<file path="src/rtl/rr_mux_arbiter.sv">
// rr_mux_arbiter: two-source round-robin arbiter that owns the select line of
// a 2:1 output mux. One source is granted at a time. Its valid/data are steered
// combinationally to the output, and downstream ready is returned only to it.
// Fairness comes from a per-grant beat limit (MAX_HOLD) that takes effect
// whenever the other source is waiting.
module rr_mux_arbiter #(
  parameter int WIDTH    = 8,
  parameter int MAX_HOLD = 4
) (
  input  logic             i_clk,
  input  logic             i_rst,
  input  logic             i_a_valid,
  input  logic [WIDTH-1:0] i_a_data,
  output logic             o_a_ready,
  input  logic             i_b_valid,
  input  logic [WIDTH-1:0] i_b_data,
  output logic             o_b_ready,
  output logic             o_valid,
  output logic [WIDTH-1:0] o_data,
  input  logic             i_ready,
  output logic             o_sel,
  output logic             o_busy
);

  // Beat counter must hold 0..MAX_HOLD-1. The extra headroom keeps the
  // width sane for MAX_HOLD = 1.
  localparam int CNT_W = $clog2(MAX_HOLD + 1);

  // Count value at which the next transfer exhausts the grant.
  localparam logic [CNT_W-1:0] HOLD_LAST = CNT_W'(MAX_HOLD - 1);

  localparam logic [1:0] ST_IDLE    = 2'b00;
  localparam logic [1:0] ST_GRANT_A = 2'b01;
  localparam logic [1:0] ST_GRANT_B = 2'b10;

  logic [1:0]       state_r;
  logic [1:0]       state_nxt_s;
  logic [CNT_W-1:0] count_r;
  logic [CNT_W-1:0] count_nxt_s;
  logic             last_a_r;      // 1: A was served last, 0: B was served last
  logic             last_a_nxt_s;
  logic             sel_r;
  logic             busy_r;

  // Next-state, beat-count and round-robin history decisions.
  always_comb begin
    state_nxt_s  = state_r;
    count_nxt_s  = count_r;
    last_a_nxt_s = last_a_r;
    case (state_r)
      ST_IDLE: begin
        count_nxt_s = {CNT_W{1'b0}};
        if (i_a_valid && i_b_valid) begin
          // Contention: the source that was not served last wins.
          if (last_a_r) begin
            state_nxt_s  = ST_GRANT_B;
            last_a_nxt_s = 1'b0;
          end else begin
            state_nxt_s  = ST_GRANT_A;
            last_a_nxt_s = 1'b1;
          end
        end else if (i_a_valid) begin
          state_nxt_s  = ST_GRANT_A;
          last_a_nxt_s = 1'b1;
        end else if (i_b_valid) begin
          state_nxt_s  = ST_GRANT_B;
          last_a_nxt_s = 1'b0;
        end else begin
          state_nxt_s = ST_IDLE;
        end
      end
      ST_GRANT_A: begin
        if (!i_a_valid) begin
          // Granted source went quiet: hand over or go idle. Nothing can be
          // in flight, so switching cannot break a stalled beat.
          count_nxt_s = {CNT_W{1'b0}};
          if (i_b_valid) begin
            state_nxt_s  = ST_GRANT_B;
            last_a_nxt_s = 1'b0;
          end else begin
            state_nxt_s = ST_IDLE;
          end
        end else if (i_ready) begin
          // A beat transfers this cycle.
          if (count_r == HOLD_LAST) begin
            count_nxt_s = {CNT_W{1'b0}};
            if (i_b_valid) begin
              state_nxt_s  = ST_GRANT_B;
              last_a_nxt_s = 1'b0;
            end else begin
              state_nxt_s = ST_GRANT_A;
            end
          end else begin
            count_nxt_s = count_r + CNT_W'(1);
          end
        end else begin
          // Stalled with valid held: keep grant and count untouched.
          state_nxt_s = ST_GRANT_A;
          count_nxt_s = count_r;
        end
      end
      ST_GRANT_B: begin
        if (!i_b_valid) begin
          count_nxt_s = {CNT_W{1'b0}};
          if (i_a_valid) begin
            state_nxt_s  = ST_GRANT_A;
            last_a_nxt_s = 1'b1;
          end else begin
            state_nxt_s = ST_IDLE;
          end
        end else if (i_ready) begin
          if (count_r == HOLD_LAST) begin
            count_nxt_s = {CNT_W{1'b0}};
            if (i_a_valid) begin
              state_nxt_s  = ST_GRANT_A;
              last_a_nxt_s = 1'b1;
            end else begin
              state_nxt_s = ST_GRANT_B;
            end
          end else begin
            count_nxt_s = count_r + CNT_W'(1);
          end
        end else begin
          state_nxt_s = ST_GRANT_B;
          count_nxt_s = count_r;
        end
      end
      default: begin
        // Unreachable encoding: recover to idle.
        state_nxt_s = ST_IDLE;
        count_nxt_s = {CNT_W{1'b0}};
      end
    endcase
  end

  // Arbitration state, beat count and round-robin history.
  always_ff @(posedge i_clk or posedge i_rst) begin
    if (i_rst) begin
      state_r  <= ST_IDLE;
      count_r  <= {CNT_W{1'b0}};
      last_a_r <= 1'b0;
    end else begin
      state_r  <= state_nxt_s;
      count_r  <= count_nxt_s;
      last_a_r <= last_a_nxt_s;
    end
  end

  // Registered mux select and busy flag, decoded from the next grant state.
  always_ff @(posedge i_clk or posedge i_rst) begin
    if (i_rst) begin
      sel_r  <= 1'b0;
      busy_r <= 1'b0;
    end else begin
      sel_r  <= (state_nxt_s == ST_GRANT_A);
      busy_r <= (state_nxt_s != ST_IDLE);
    end
  end

  assign o_sel  = sel_r;
  assign o_busy = busy_r;

  // Zero-latency data steering and ready return for the granted source.
  always_comb begin
    o_valid   = 1'b0;
    o_data    = {WIDTH{1'b0}};
    o_a_ready = 1'b0;
    o_b_ready = 1'b0;
    case (state_r)
      ST_GRANT_A: begin
        o_valid   = i_a_valid;
        o_data    = i_a_data;
        o_a_ready = i_ready;
      end
      ST_GRANT_B: begin
        o_valid   = i_b_valid;
        o_data    = i_b_data;
        o_b_ready = i_ready;
      end
      ST_IDLE: begin
        o_valid   = 1'b0;
        o_data    = {WIDTH{1'b0}};
      end
      default: begin
        o_valid   = 1'b0;
        o_data    = {WIDTH{1'b0}};
      end
    endcase
  end

endmodule

</file>
<file path="config.mk">
export PLATFORM = sky130hd
export DESIGN_NAME = rr_mux_arbiter
export DESIGN_NICKNAME = d
export VERILOG_FILES = /design/src/rtl/rr_mux_arbiter.sv
export SDC_FILE = /design/constraint.sdc
export NUM_CORES = 1
export LEC_CHECK = 0
export ABC_CLOCK_PERIOD_IN_PS = 2400
export BUFFER_PORTS_ARGS = -buffer_cell sky130_fd_sc_hd__buf_2
export CAP_MARGIN = 20
export CORE_UTILIZATION = 44
export DETAILED_ROUTE_END_ITERATION = 10
export PLACE_DENSITY = 0.78
export RECOVER_POWER = 25
export SLEW_MARGIN = 20
export SYNTH_ARGS = -nofsm -noshare
export SYNTH_HDL_FRONTEND = slang
export SYNTH_SLANG_ARGS = --single-unit
</file>
<file path="constraint.sdc">
create_clock -name i_clk -period 2.4 [get_ports i_clk]
set_clock_uncertainty 0.1 [all_clocks]
set_input_delay 0.12 -clock i_clk [delete_from_list [all_inputs] [get_ports i_clk]]
set_output_delay 0.12 -clock i_clk [all_outputs]
set_load 0.005 [all_outputs]
</file>
==> results_dict.tcl <==
set metrics [dict create \
    outcome "completed" \
    ios 34 \
    hold_viol 0 \
    gp_congestion 0.872 \
    start_util_pct 49.4 \
    arrival_ns 1.75 \
    chipWidth_um 40.9 \
    vias 724 \
    setup.worst_path.start "state_r[0]$_DFF_PP0_" \
    clk_pin_slew_ns 0.05 \
    routed_wl_mm 1.79 \
    leakagePower_uw 0.000484 \
    die_area_mm2 0.00168 \
    grtUsageTotal_pct 21.6 \
    drv_cap 0 \
    core_area_mm2 0.00135 \
    whs_ns 0.150 \
    yosysTopAreaCellShare_pct 30.0 \
    netlist_instances 82 \
    synth-seq-cells 8 \
    grt_pass1_wl_mm 2.35 \
    total_power_uw 804 \
    clkPwrFrac_pct 12.4 \
    cellPowerDensity_mw_per_mm2 914 \
    hpwl_mm 1.39 \
    clk_path_buf_depth 2 \
    netSwitchingPower_uw 359 \
    syn_avg_cell_area_um2 8.13 \
    drt-initial-drc-count 23 \
    syn_nets 108 \
    drc 0 \
    ys_seq_area_share_pct 30.0 \
    die_h_um 40.9 \
    area_growth_pct 31.9 \
    crit_required_ns 2.18 \
    clockRootBuffer "clkbuf_4" \
    portBuffers 33 \
    setup_tns_ns 0 \
    setup-violations-final 0 \
    overflow 0 \
    rsz0062_at_grt "false" \
    ir_drop_uv 508 \
    wire_per_inst_um 13.6 \
    p_int_uw 444 \
    critical_path_class "reg2out" \
    synth_common_cells "nor2_1, nand2_1, a22oi_1, dfrtp_1, inv_1" \
    worst_slack_ns 0.432 \
    syn_area_um2 667 \
    async_reset_ff_share_pct 100 \
    cts.sinks 8 \
    worst_slew_margin_rel_pct 68.8 \
    first_pass_iters 4 \
    reg2reg_from "state_r[0]$_DFF_PP0_" \
    postRouteAntennaNets 0 \
    insertion_delay_ns 0.25 \
    antenna_found_initial 0 \
    cts_tree "yes" \
    path_max_fanout 14 \
    ctsResizeCount 0 \
    pre_cts_ws_ns 0.533 \
    fin_cells 132 \
    timing.fmax_mhz 508 \
    numCtsBuffers 3 \
    nets 145 \
    synth_largest_area_cell "dfrtp_1" \
    p_seq_share_pct 25.5 \
    diodes 0 \
    htree_levels 1 \
    hp-class "in2reg" \
    synth.most_common_cell "nor2_1" \
    holdCritStartpoint "i_a_valid" \
    worst_setup_path_end_kind "output port" \
    synth_edf_count 0 \
    ys_dominant_reg_cell "dfrtp_1" \
    place_inst 128 \
    grt_pass1_vias 564 \
    tightest_slew_ns 0.468 \
    slew_viol_final 0 \
    grt_max_degree 15 \
    via_per_inst 5.48 \
    synth_area_leaders "dfrtp_1, ha_1, a22oi_1, nor2_1, nand2_1" \
    start_kind "flop" \
    switching_share_pct 44.7 \
    ys_warn_count 0 \
    yosysUniqueCellTypes 28 \
    finalCritPeriodShare_pct 82.0 \
    drive_above_1_share_pct 35.0 \
    combinationalPowerShare_pct 62.0 \
    fin_crit_ns 1.97 \
    row_count 13 \
    filler_cell_count 120 \
]
==> metrics by stage <==
stage	area, µm²	utilization [%]
after floorplan	667	-
after global placement	847	62.7
after detailed placement	847	62.7
after CTS	880	65.2
after global routing	880	65.2
final	880	65.2
==> state kept, by name, summed over array words and instances, names as in the netlist <==
name	flops
state_r	2
count_r	3
o_sel	1
last_a_r	1
o_busy	1
==> timing repair <==
item / in CTS / in global routing
hold endpoints to repair: 8 / 0
hold buffers: 1 / 0
setup buffers: 0 / 0
==> layout make-up <==
type / instances / area (µm²) / share of cell area (%)
repair buffers: 35 / 183 / 20.8
clock buffers: 3 / 22.5 / 2.56
flip-flops and latches: 8 / 200 / 22.8
inverters: 8 / 30.0 / 3.41
multi-input cells: 63 / 425 / 48.4
well taps: 15 / 18.8 / 2.13
==> cell usage in the layout (no fill, tap or decap), drive strengths merged <==
cell,Yosys,routed
buf,0,34
nor2,13,13
nand2,9,9
inv,8,8
a22oi,8,8
dfrtp,8,8
ha,5,5
a31oi,3,3
and2,3,3
clkbuf,3,3
a21oi,2,2
nand2b,2,2
mux2i,2,2
and4b,2,2
a22o,1,1
nand3b,1,1
o21ai,1,1
mux2,1,1
nor2b,1,1
a311o,1,1
a311oi,1,1
a211oi,1,1
and3,1,1
nand3,1,1
o2bb2ai,1,1
a32oi,1,1
a21boi,1,1
o211ai,1,1
dlygate4sd3,0,1
==> power by group through the flow <==
stage,logic [µW],clock network (µW),registers (µW)
after floorplan,332,0,202
after global placement,475,0,203
after detailed placement,494,0,206
after CTS,496,106,204
after global routing,558,114,208
final,499,99.8,205
==> cells by family (layout without fill, tap and decap cells) <==
kind of cell             after synthesis  after routing  share of synthesized area (%)
buffers and inverters                 11             46                           6.19
flip-flops                             8              8                           30.0
AND/OR/NAND/NOR                       33             33                           24.8
AO/OA/AOI/OAI                         22             22                           25.0
adder cells (fa/ha/maj)                5              5                           9.38
multiplexers                           3              3                           4.69
==> metal layers <==
| layer | routed length, µm | GRT usage, % | up-vias |
|---|---|---|---|
| li1 | - | - | 360 |
| met1 | 816 | 30.7 | 340 |
| met2 | 883 | 31.3 | 24 |
| met3 | 90 | 4.35 | 0 |
| met4 | 0 | 9.17 | 0 |
| met5 | 0 | 0 | - |
==> final timing paths <==
kind / to / slack (ns) / cells after the start
worst max-delay path: o_valid / 0.43 / 6
worst min-delay path: last_a_r$_DFFE_PP0P_ / 0.15 / 3
worst max register to register: o_busy$_DFF_PP0_ / 0.48 / 6
worst min register to register: count_r[1]$_DFF_PP0_ / 0.43 / 2
max in group asynchronous: count_r[2]$_DFF_PP0_ / 1.69 / 3
min in group asynchronous: count_r[0]$_DFF_PP0_ / 0.27 / 3
==> critical path, stage by stage, from the launching register on <==
cell and delay (ns):
dfrtp_1 0.41, inv_1 0.12, ha_1 0.46, a22o_1 0.22, nand2_1 0.10, inv_1 0.08
buf_2 0.11
Power figures use the tool's default switching activity.
